## config.mk

```make
export PLATFORM = sky130hd
export DESIGN_NAME = uart_rx_capture
export DESIGN_NICKNAME = d
export VERILOG_FILES = /design/src/rtl/uart_rx_capture.sv
export SDC_FILE = /design/constraint.sdc
export NUM_CORES = 1
export LEC_CHECK = 0
export CAP_MARGIN = 20
export CORE_ASPECT_RATIO = 0.9
export CORE_MARGIN = 2
export CORE_UTILIZATION = 60
export CTS_BUF_LIST = sky130_fd_sc_hd__clkbuf_4
export DETAILED_ROUTE_END_ITERATION = 8
export PLACE_DENSITY = 0.86
export SLEW_MARGIN = 10
export SYNTH_ARGS = -nofsm -noshare
export SYNTH_HDL_FRONTEND = slang
export SYNTH_SLANG_ARGS = --single-unit
```

## constraint.sdc

```tcl
create_clock -name core_clk -period 7.2 [get_ports core_clk]
set_input_delay 1.08 -clock core_clk [delete_from_list [all_inputs] [get_ports core_clk]]
set_output_delay 1.08 -clock core_clk [all_outputs]
set_load 0.02 [all_outputs]
```

## src/rtl/uart_rx_capture.sv

```systemverilog
// UART receiver: 2-flop synchroniser, glitch-rejecting start detection, parity/framing
// checks, first-word-fall-through receive FIFO, sticky error flags and a match strobe.
module uart_rx_capture #(
  parameter int unsigned CLKS_PER_BIT = 104,
  parameter int unsigned DATA_BITS    = 8,
  parameter int unsigned PARITY       = 0,
  parameter int unsigned STOP_BITS    = 1,
  parameter int unsigned DEPTH        = 16
) (
  input  logic                         core_clk,
  input  logic                         core_rstn,
  input  logic                         rx,
  output logic                         rd_valid,
  input  logic                         rd_ready,
  output logic [DATA_BITS-1:0]         rd_data,
  output logic                         rd_perr,
  output logic                         rd_ferr,
  output logic [$clog2(DEPTH+1)-1:0]   count,
  input  logic                         match_en,
  input  logic [DATA_BITS-1:0]         match_pattern,
  output logic                         match_hit,
  input  logic                         err_clear,
  output logic                         overflow,
  output logic                         ferr_sticky,
  output logic                         perr_sticky
);

  localparam int unsigned CNT_W  = $clog2(CLKS_PER_BIT);
  localparam int unsigned HALF   = CLKS_PER_BIT / 2;
  localparam int unsigned IDX_W  = $clog2(DATA_BITS + 1);
  localparam int unsigned ADDR_W = $clog2(DEPTH);
  localparam int unsigned PTR_W  = ADDR_W + 1;
  localparam int unsigned OCC_W  = $clog2(DEPTH + 1);
  localparam int unsigned ENT_W  = DATA_BITS + 2;

  typedef enum logic [2:0] {
    S_IDLE, S_START, S_DATA, S_PARITY, S_STOP, S_BREAK
  } state_t;

  state_t               r_state;
  state_t               w_state_nxt;
  logic                 r_sync1;
  logic                 r_sync2;
  logic                 r_armed;
  logic                 w_rxs;
  logic [CNT_W-1:0]     r_cnt;
  logic [IDX_W-1:0]     r_idx;
  logic [DATA_BITS-1:0] r_shift;
  logic                 r_perr;
  logic                 r_ferr;
  logic                 w_half;
  logic                 w_full_bit;
  logic                 w_last_data;
  logic                 w_last_stop;
  logic                 w_cnt_run;
  logic                 w_tick;
  logic                 w_frame_clr;
  logic                 w_shift_en;
  logic                 w_par_en;
  logic                 w_stop_en;
  logic                 w_push_en;
  logic                 w_ferr_now;
  logic                 r_push_vld;
  logic [ENT_W-1:0]     r_push_ent;
  logic                 r_match_hit;

  // Synchroniser; r_armed blocks start detection until rxs has been seen high.
  always_ff @(posedge core_clk or negedge core_rstn) begin
    if (!core_rstn) begin
      r_sync1 <= 1'b1;
      r_sync2 <= 1'b1;
      r_armed <= 1'b0;
    end else begin
      r_sync1 <= rx;
      r_sync2 <= r_sync1;
      if (r_sync2) r_armed <= 1'b1;
    end
  end

  assign w_rxs       = r_sync2;
  assign w_half      = (r_cnt == CNT_W'(HALF - 1));
  assign w_full_bit  = (r_cnt == CNT_W'(CLKS_PER_BIT - 1));
  assign w_last_data = (r_idx == IDX_W'(DATA_BITS - 1));
  assign w_last_stop = (r_idx == IDX_W'(STOP_BITS - 1));

  always_ff @(posedge core_clk or negedge core_rstn) begin
    if (!core_rstn) r_state <= S_IDLE;
    else            r_state <= w_state_nxt;
  end

  always_comb begin
    w_state_nxt = r_state;
    case (r_state)
      S_IDLE:   if (r_armed && !w_rxs) w_state_nxt = S_START;
      S_START:  if (w_half) w_state_nxt = w_rxs ? S_IDLE : S_DATA;
      S_DATA:   if (w_full_bit && w_last_data) w_state_nxt = (PARITY != 0) ? S_PARITY : S_STOP;
      S_PARITY: if (w_full_bit) w_state_nxt = S_STOP;
      S_STOP:   if (w_full_bit && w_last_stop) w_state_nxt = w_rxs ? S_IDLE : S_BREAK;
      S_BREAK:  if (w_rxs) w_state_nxt = S_IDLE;
      default:  w_state_nxt = S_IDLE;
    endcase
  end

  always_comb begin
    w_cnt_run   = 1'b0;
    w_tick      = 1'b0;
    w_frame_clr = 1'b0;
    w_shift_en  = 1'b0;
    w_par_en    = 1'b0;
    w_stop_en   = 1'b0;
    w_push_en   = 1'b0;
    case (r_state)
      S_IDLE:   w_frame_clr = 1'b1;
      S_START:  begin w_cnt_run = 1'b1; w_tick = w_half; end
      S_DATA:   begin w_cnt_run = 1'b1; w_tick = w_full_bit; w_shift_en = w_full_bit; end
      S_PARITY: begin w_cnt_run = 1'b1; w_tick = w_full_bit; w_par_en = w_full_bit; end
      S_STOP: begin
        w_cnt_run = 1'b1;
        w_tick    = w_full_bit;
        w_stop_en = w_full_bit;
        w_push_en = w_full_bit & w_last_stop;
      end
      default: ;
    endcase
  end

  assign w_ferr_now = r_ferr | ~w_rxs;

  // Bit timing, shift register and per-frame error accumulation.
  always_ff @(posedge core_clk or negedge core_rstn) begin
    if (!core_rstn) begin
      r_cnt       <= '0;
      r_idx       <= '0;
      r_shift     <= '0;
      r_perr      <= 1'b0;
      r_ferr      <= 1'b0;
      r_push_vld  <= 1'b0;
      r_push_ent  <= '0;
      r_match_hit <= 1'b0;
    end else begin
      if (!w_cnt_run || w_tick) r_cnt <= '0;
      else                      r_cnt <= r_cnt + CNT_W'(1);

      if (w_frame_clr)     r_idx <= '0;
      else if (w_shift_en) r_idx <= w_last_data ? '0 : r_idx + IDX_W'(1);
      else if (w_stop_en)  r_idx <= r_idx + IDX_W'(1);

      if (w_shift_en) r_shift <= {w_rxs, r_shift[DATA_BITS-1:1]};

      if (w_frame_clr)   r_perr <= 1'b0;
      else if (w_par_en) r_perr <= (PARITY == 1) ? ~((^r_shift) ^ w_rxs) : ((^r_shift) ^ w_rxs);

      if (w_frame_clr)                r_ferr <= 1'b0;
      else if (w_stop_en && !w_rxs)   r_ferr <= 1'b1;

      r_push_vld <= w_push_en;
      if (w_push_en) r_push_ent <= {w_ferr_now, r_perr, r_shift};
      r_match_hit <= w_push_en & match_en & (r_shift == match_pattern) & ~w_ferr_now & ~r_perr;
    end
  end

  logic [ENT_W-1:0] r_mem [DEPTH];
  logic [PTR_W-1:0] r_wr;
  logic [PTR_W-1:0] r_rd;
  logic [PTR_W-1:0] w_wr_nxt;
  logic [PTR_W-1:0] w_rd_nxt;
  logic [OCC_W-1:0] r_count;
  logic             r_rd_valid;
  logic [ENT_W-1:0] r_head;
  logic [ENT_W-1:0] w_head_nxt;
  logic             w_full;
  logic             w_pop;
  logic             w_push_ok;
  logic             r_overflow;
  logic             r_ferr_sticky;
  logic             r_perr_sticky;

  assign w_full     = (r_wr[ADDR_W] != r_rd[ADDR_W]) && (r_wr[ADDR_W-1:0] == r_rd[ADDR_W-1:0]);
  assign w_pop      = r_rd_valid & rd_ready;
  assign w_push_ok  = r_push_vld & (~w_full | w_pop);
  assign w_wr_nxt   = r_wr + PTR_W'(w_push_ok);
  assign w_rd_nxt   = r_rd + PTR_W'(w_pop);
  // The next head is the entry being written this cycle when the FIFO drains to it.
  assign w_head_nxt = (w_rd_nxt == r_wr) ? r_push_ent : r_mem[w_rd_nxt[ADDR_W-1:0]];

  always_ff @(posedge core_clk) begin
    if (w_push_ok) r_mem[r_wr[ADDR_W-1:0]] <= r_push_ent;
  end

  always_ff @(posedge core_clk or negedge core_rstn) begin
    if (!core_rstn) begin
      r_wr          <= '0;
      r_rd          <= '0;
      r_count       <= '0;
      r_rd_valid    <= 1'b0;
      r_head        <= '0;
      r_overflow    <= 1'b0;
      r_ferr_sticky <= 1'b0;
      r_perr_sticky <= 1'b0;
    end else begin
      r_wr       <= w_wr_nxt;
      r_rd       <= w_rd_nxt;
      r_count    <= r_count + OCC_W'(w_push_ok) - OCC_W'(w_pop);
      r_rd_valid <= (w_wr_nxt != w_rd_nxt);
      if (w_wr_nxt != w_rd_nxt) r_head <= w_head_nxt;
      r_overflow    <= (r_push_vld & w_full & ~w_pop) | (r_overflow & ~err_clear);
      r_ferr_sticky <= (r_push_vld & r_push_ent[ENT_W-1]) | (r_ferr_sticky & ~err_clear);
      r_perr_sticky <= (r_push_vld & r_push_ent[ENT_W-2]) | (r_perr_sticky & ~err_clear);
    end
  end

  assign rd_valid    = r_rd_valid;
  assign rd_data     = r_head[DATA_BITS-1:0];
  assign rd_perr     = r_head[ENT_W-2];
  assign rd_ferr     = r_head[ENT_W-1];
  assign count       = r_count;
  assign match_hit   = r_match_hit;
  assign overflow    = r_overflow;
  assign ferr_sticky = r_ferr_sticky;
  assign perr_sticky = r_perr_sticky;

endmodule

```

# [After elaboration in Yosys (flattened, before gate mapping)]
# Memories as Yosys holds them, arrays and structs flattened.
# Cells that the tools add are included.
[totals] n_memories=1 input_bits=14 word_cells=117 register_bits=68 output_inout_bits=20 ram_bits=160
[memory_table] name="r_mem" depth=16 width=10 read_ports=1 rd_ports_with_merged_regs=0 write_ports=1 line="162" text="logic [ENT_W-1:0] r_mem [DEPTH];"
[classes] add_sub_neg=6 n_reduce_logical=17 muxes=28 eq_ne=19 n_bitwise=26
[op_table] op="3-bit two-way mux" count=7
[op_table] op="3-bit case mux with 6 select lines" count=1
[op_table] op="4-bit two-way mux" count=4
[op_table] op="5-bit by 1-bit adder with 5-bit output" count=3
[op_table] op="1-bit bitwise AND" count=14
[op_table] op="1-bit two-way mux" count=12
[op_table] op="2-bit != test (second input constant)" count=6
[op_table] op="10-bit two-way mux" count=1
[op_table] op="8-bit equality test" count=1
[op_table] op="8-bit parity" count=1
[op_table] op="7-bit by 1-bit adder with 7-bit output (second input constant)" count=1
[op_table] op="7-bit by 6-bit equality test with 1-bit output (second input constant)" count=1
[op_table] op="7-bit equality test (second input constant)" count=1
[op_table] op="7-bit two-way mux" count=1
[op_table] op="3-bit by 2-bit equality test with 1-bit output (second input constant)" count=2
[op_table] op="3-bit equality test (second input constant)" count=2
[op_table] op="1-bit NOT" count=6
[op_table] op="6-bit AND reduction" count=1
[op_table] op="5-bit equality test" count=1
[op_table] op="1-bit logical AND" count=5
[op_table] op="5-bit != test" count=1
[op_table] op="1-bit bitwise OR" count=5
[op_table] op="5-bit by 1-bit subtractor with 5-bit output" count=1
[op_table] op="4-bit by 1-bit adder with 4-bit output (second input constant)" count=1
[op_table] op="other kinds (15)" count=17

# [Depth between registers and ports, before layout]
[logic_depth] depth_word=7 depth_mapped=14

# [Least setup slack after synthesis]
# No wires, ideal clock.
[synth_timing] kind="in2reg" from="in rd_ready" to="reg r_head[0]" n_path_buf=2 required_ns=7.071 t_arrival_ns=3.070 path_stages=9 setup_slack_ns=4.001 cell_sequence="and2_1 > ha_1 > ha_1 > clkbuf_1 > clkbuf_1 > mux4_2 > a22o_1 > o21ai_0 > a31oi_1"
[synth_via] word_cells_on_any_way=9 cone_classes="add/sub: 2; eq/ne: 2; mux: 1; bitwise: 3; memory: 1"
[synth_lines] element="start, declared" line="14" text="input logic rd_ready,"
[synth_lines] element="1-bit bitwise AND (*)" line="179" text="assign w_pop = r_rd_valid & rd_ready;"
[synth_lines] element="5-bit by 1-bit adder with 5-bit output (*)" line="182" text="assign w_rd_nxt = r_rd + PTR_W'(w_pop);"
[synth_lines] element="via w_rd_nxt[1]" line="166" text="logic [PTR_W-1:0] w_rd_nxt;"
[synth_lines] element="memory read 16 x 10 bit or 5-bit equality test (tied branches)"
[synth_lines] element="10-bit two-way mux" line="184" text="assign w_head_nxt = (w_rd_nxt == r_wr) ? r_push_ent : r_mem[w_rd_nxt[ADDR_W-1:0]];"
[synth_lines] element="end signal, assigned" line="205" text="if (w_wr_nxt != w_rd_nxt) r_head <= w_head_nxt;"
[synth_lines] element="end, declared" line="169" text="logic [ENT_W-1:0] r_head;"
# The timed path passes the listed nets; every way through them passes the cells marked *.
# A chain may end at the register's enable or synchronous reset.

# [Worst setup path after layout]
[layout_timing] from="reg r_wr[2]" to="reg r_head[9]"
[layout_via] elab_chain_cells=7 word_cells_on_any_way=9 cone_classes="add/sub: 1; eq/ne: 3; mux: 1; bitwise: 3; reduce/logical: 1"
[layout_lines] element="start, declared" line="163" text="logic [PTR_W-1:0] r_wr;"
[layout_lines] element="start signal, assigned" line="201" text="r_wr <= w_wr_nxt;"
[layout_lines] element="4-bit equality test" line="178" text="assign w_full = (r_wr[ADDR_W] != r_rd[ADDR_W]) && (r_wr[ADDR_W-1:0] == r_rd[ADDR_W-1:0]);"
[layout_lines] element="1-bit logical AND" line="178"
[layout_lines] element="1-bit NOT" line="180" text="assign w_push_ok = r_push_vld & (~w_full | w_pop);"
[layout_lines] element="1-bit bitwise OR" line="180"
[layout_lines] element="1-bit bitwise AND" line="180"
[layout_lines] element="5-bit by 1-bit adder with 5-bit output (*)" line="181" text="assign w_wr_nxt = r_wr + PTR_W'(w_push_ok);"
[layout_lines] element="via w_wr_nxt[2]" line="165" text="logic [PTR_W-1:0] w_wr_nxt;"
[layout_lines] element="5-bit != test (*)" line="205"
# Marked as above.

==> metrics.txt <==
# TYPE chip_impl_metric gauge
chip_impl_metric{name="overflow",unit=""} 0
chip_impl_metric{name="ant_nets",unit=""} 0
chip_impl_metric{name="largest_net_degree_at_the_start_of_global_routing",unit=""} 69
chip_impl_metric{name="detailedPlacementHpwl",unit="mm"} 12.0
chip_impl_metric{name="leakage",unit="nW"} 4.25
chip_impl_metric{name="async_reset_ff_share",unit="%"} 29.8
chip_impl_metric{name="postCtsSetupRepairBufs",unit=""} 0
chip_impl_metric{name="cp_slowest_stage_delay",unit="ns"} 0.71
chip_impl_info{name="type_of_the_worst_setup_path",value="register to register"} 1
chip_impl_metric{name="ctsLongestPathBuffers",unit=""} 3
chip_impl_metric{name="critPathRequiredTime",unit="ns"} 7.74
chip_impl_metric{name="synth_seq_area_share",unit="%"} 68.4
chip_impl_metric{name="layout-area-overhead-vs-synth",unit="%"} 13.6
chip_impl_metric{name="floorplan.die.height",unit="um"} 123
chip_impl_info{name="result_of_the_run",value="finished clean"} 1
chip_impl_metric{name="detailedRoute.firstPassIterationCount",unit=""} 7
chip_impl_metric{name="die-width",unit="um"} 137
chip_impl_info{name="grt.busiest_layer",value="met2"} 1
chip_impl_metric{name="synth_seq_cells",unit=""} 228
chip_impl_metric{name="ios",unit=""} 34
chip_impl_metric{name="numCtsBuffers",unit=""} 54
chip_impl_metric{name="power.density_cell_area",unit="nW/um^2"} 239
chip_impl_metric{name="die_area",unit="um^2"} 16900
chip_impl_metric{name="cts.repair.resized",unit=""} 0
chip_impl_metric{name="power.ir.vdd_worst",unit="uV"} 142
chip_impl_metric{name="final-hold-violation-count",unit=""} 0
chip_impl_info{name="timing.critical_path.to_type",value="register"} 1
chip_impl_metric{name="synth_fp_nets",unit=""} 602
chip_impl_metric{name="fmax",unit="MHz"} 275
chip_impl_metric{name="synth.lib_cells_used.distinct",unit=""} 58
chip_impl_metric{name="grt_first_pass_wirelength",unit="mm"} 30.4
chip_impl_info{name="synth_commonest_cells",value="160 x edfxtp_1, 66 x dfrtp_1, 40 x mux4_2, 38 x nor2_1, 29 x xnor2_1"} 1
chip_impl_metric{name="yosys_warnings",unit=""} 0
chip_impl_metric{name="worst_clock_skew",unit="ns"} 0.0416
chip_impl_metric{name="critPathArrivalTime",unit="ns"} 4.17
chip_impl_metric{name="fin_tns_setup",unit="ns"} 0
chip_impl_metric{name="finalMaxSlewViolations",unit=""} 0
chip_impl_metric{name="muxShareOfSynthArea",unit="%"} 11.5
chip_impl_info{name="yosys.area.top_type",value="edfxtp_1"} 1
chip_impl_metric{name="groute.layer.met1.usage",unit="%"} 33.4
chip_impl_metric{name="place_inst",unit=""} 793
chip_impl_metric{name="gp_routability_congestion",unit=""} 0.870
chip_impl_metric{name="final_layout_size_suffix_gt1_share",unit="%"} 25.6
chip_impl_metric{name="vias_in_the_first_global_route",unit=""} 5679
chip_impl_info{name="crit_chain",value="xor2_1 > or4_1 > nor3_2 > nor2b_2 > ha_1 > ha_1 > xor2_1 > xnor2_1 > nand3_1 > or3_4 > nor2_1 > a31oi_1"} 1
chip_impl_metric{name="drc",unit=""} 0
chip_impl_metric{name="port_buffers",unit=""} 33
chip_impl_metric{name="synth_edf_count",unit=""} 160
chip_impl_metric{name="cp_max_fo",unit=""} 21
chip_impl_metric{name="synth-xor-area-share",unit="%"} 4.31
chip_impl_metric{name="synthSimpleGateAreaFrac",unit="%"} 6.42
chip_impl_metric{name="detailroute.via_count",unit=""} 5427
chip_impl_metric{name="syn_area",unit="um^2"} 9520
chip_impl_info{name="ys.flop_type",value="edfxtp_1"} 1
chip_impl_metric{name="final_period_utilization",unit="%"} 50.4
chip_impl_metric{name="final-setup-viol-count",unit=""} 0
chip_impl_metric{name="track_usage",unit="%"} 24.3
chip_impl_metric{name="antenna-diode-count",unit=""} 0
chip_impl_metric{name="placement_rows",unit=""} 43
chip_impl_metric{name="final_period_minus_worst_setup_slack",unit="ns"} 3.63
chip_impl_metric{name="post_synth_inst_count",unit=""} 575
chip_impl_metric{name="drv.max_cap_violation_count",unit=""} 0
chip_impl_metric{name="drt-wirelength-per-cell",unit="um"} 21.3
chip_impl_metric{name="cts_hold_buffers",unit=""} 0
chip_impl_metric{name="synth_fa_ha_area_share",unit="%"} 2.00
chip_impl_metric{name="synth_compound_area_share",unit="%"} 5.42
chip_impl_info{name="crit_path_start_kind",value="register"} 1
chip_impl_metric{name="grt_util_met2",unit="%"} 38.8
chip_impl_info{name="cts_root_buf",value="clkbuf_4"} 1
chip_impl_metric{name="stdcell_count",unit=""} 897
chip_impl_info{name="synth_top_family_by_area",value="multiplexers"} 1
chip_impl_metric{name="n_fill_cell",unit=""} 963
chip_impl_info{name="crit_slowest_cell",value="dfrtp_1"} 1
chip_impl_info{name="cts_tree",value="done"} 1
chip_impl_metric{name="maxSlewHeadroom",unit="%"} 27.3
chip_impl_metric{name="clkLatencyLatePin",unit="ns"} 0.68
chip_impl_metric{name="post_drt_via_cell_ratio",unit=""} 6.05
chip_impl_metric{name="initialDrtViolationCount",unit=""} 451
chip_impl_info{name="synthMostInstantiatedCell",value="edfxtp_1"} 1
chip_impl_metric{name="grt_use_met3",unit="%"} 5.62
chip_impl_info{name="synth_area_leaders",value="edfxtp_1 50%, dfrtp_1 17%, mux4_2 9.5%, xnor2_1 2.7%, a22o_1 2.0%"} 1
chip_impl_metric{name="worst_slew_pin_slew",unit="ns"} 1.09
chip_impl_metric{name="final_nets",unit=""} 678
chip_impl_info{name="min-delay-path-class",value="register to register"} 1
chip_impl_metric{name="core-area",unit="um^2"} 15400
chip_impl_metric{name="synthesis.area_per_instance",unit="um^2"} 16.6
chip_impl_metric{name="clkSlewWorstSetupHoldPaths",unit="ns"} 0.07
chip_impl_metric{name="synth_top_area_share",unit="%"} 50.5
chip_impl_metric{name="htreeDepth",unit=""} 2
chip_impl_info{name="rsz0062_at_grt",value="no"} 1
chip_impl_metric{name="grt_antenna_before_repair",unit=""} 0
chip_impl_metric{name="routed_wl",unit="mm"} 19.1
chip_impl_metric{name="initial_cell_density_of_the_core",unit="%"} 61.6
chip_impl_metric{name="clock-sinks",unit=""} 228
-- routing by layer --
layer	vias up	part of all wire, %
met5	-	0
met2	260	49
met1	2745	41
met3	29	8.3
li1	2393	-
met4	0	1.9
-- placed cells by master (no fill, tap or decap), types with 2 or more instances in the layout --
master	instances
a21boi_0	2
a21o_1	2
a21oi_1	11
a22o_1	22
a31oi_1	11
buf_4	6
buf_6	4
clkbuf_4	86
clkdlybuf4s50_1	32
clkinv_1	11
clkinvlp_4	2
dfrtp_1	66
dfstp_2	2
edfxtp_1	160
ha_1	11
inv_1	15
maj3_1	2
mux2_2	17
mux4_2	40
nand2_1	22
nand2b_1	4
nand3_1	13
nand3_2	2
nand3b_1	4
nor2_1	38
nor2_2	2
nor2b_1	3
nor3_1	2
nor3_2	5
o21ai_0	20
o41ai_1	3
or3_1	2
xnor2_1	29
xor2_1	16
-- final cells by class --
| cell class | instances | area, um^2 | share of cell area (%) |
|---|---|---|---|
| clock buffers | 86 | 646 | 5.97 |
| clock inverters | 14 | 86.3 | 0.799 |
| inverters | 16 | 60.1 | 0.556 |
| multi-input cells | 308 | 2840 | 26.3 |
| flip-flops and latches | 228 | 6510 | 60.2 |
| well taps | 202 | 253 | 2.34 |
| repair buffers | 43 | 415 | 3.84 |
-- registers in the layout, summed over array words and instances, names as in the netlist --
signal	flops
perr_sticky	1
r_sync1	1
r_push_ent	10
r_cnt	7
r_wr	5
r_mem	160
rd_valid	1
r_push_vld	1
r_rd	5
match_hit	1
r_armed	1
r_ferr	1
r_head	10
ferr_sticky	1
r_shift	8
overflow	1
r_state	3
r_perr	1
count	5
r_sync2	1
r_idx	4
-- report_power, final --
part	total, mW	internal [mW]	leakage [nW]	switching (mW)
Sequential	1.43	1.41	2.66	0.0263
Combinational	0.0781	0.0373	1.16	0.0408
Clock	1.07	0.577	0.427	0.494
Total	2.58	2.02	4.25	0.561
-- worst max-delay path, delay by kind of cell (launching register included) --
family	cells	cell delay, ns
simple gates	6	1.78
flops	1	0.71
xor+xnor	3	0.54
compound gates	1	0.06
fa+ha+maj	2	0.42
-- path summary, 6_finish.rpt --
path	from	to	slack, ns	depth (start not counted)
max	r_wr[2]	r_head[9]	3.57	12
min	r_sync1	r_sync2	0.36	0
max reg2reg	r_wr[2]	r_head[9]	3.57	12
min reg2reg	r_sync1	r_sync2	0.36	0
max in group asynchronous	core_rstn	r_shift[4]	6.00	2
min in group asynchronous	core_rstn	r_head[3]	0.63	2
-- cell families (layout without fill, tap and decap cells) --
kind of cell	count (synthesis)	count (layout)
AO/OA/AOI/OAI	76	76
XOR/XNOR	46	46
adder cells (fa/ha/maj)	15	15
buffers and inverters	39	159
flip-flops	228	228
multiplexers	57	57
AND/OR/NAND/NOR	114	114
-- through the flow --
stage / hold slack, ns / cell area [um^2] / setup slack (ns) / power [mW] / util [%]
2_1_floorplan: 0.345 / 9520 / 4.00 / 1.51 / -
5_1_grt: 0.367 / 10800 / 3.38 / 2.68 / 70.0
4_1_cts: 0.360 / 10800 / 3.56 / 2.61 / 69.8
6_report: 0.356 / 10800 / 3.57 / 2.58 / 70.0
3_5_place_dp: 0.354 / 10000 / 3.19 / 1.54 / 65.1
3_3_place_gp: 0.350 / 10000 / 3.22 / 1.53 / 64.8
Note: power is estimated with default switching activity, not from simulation.
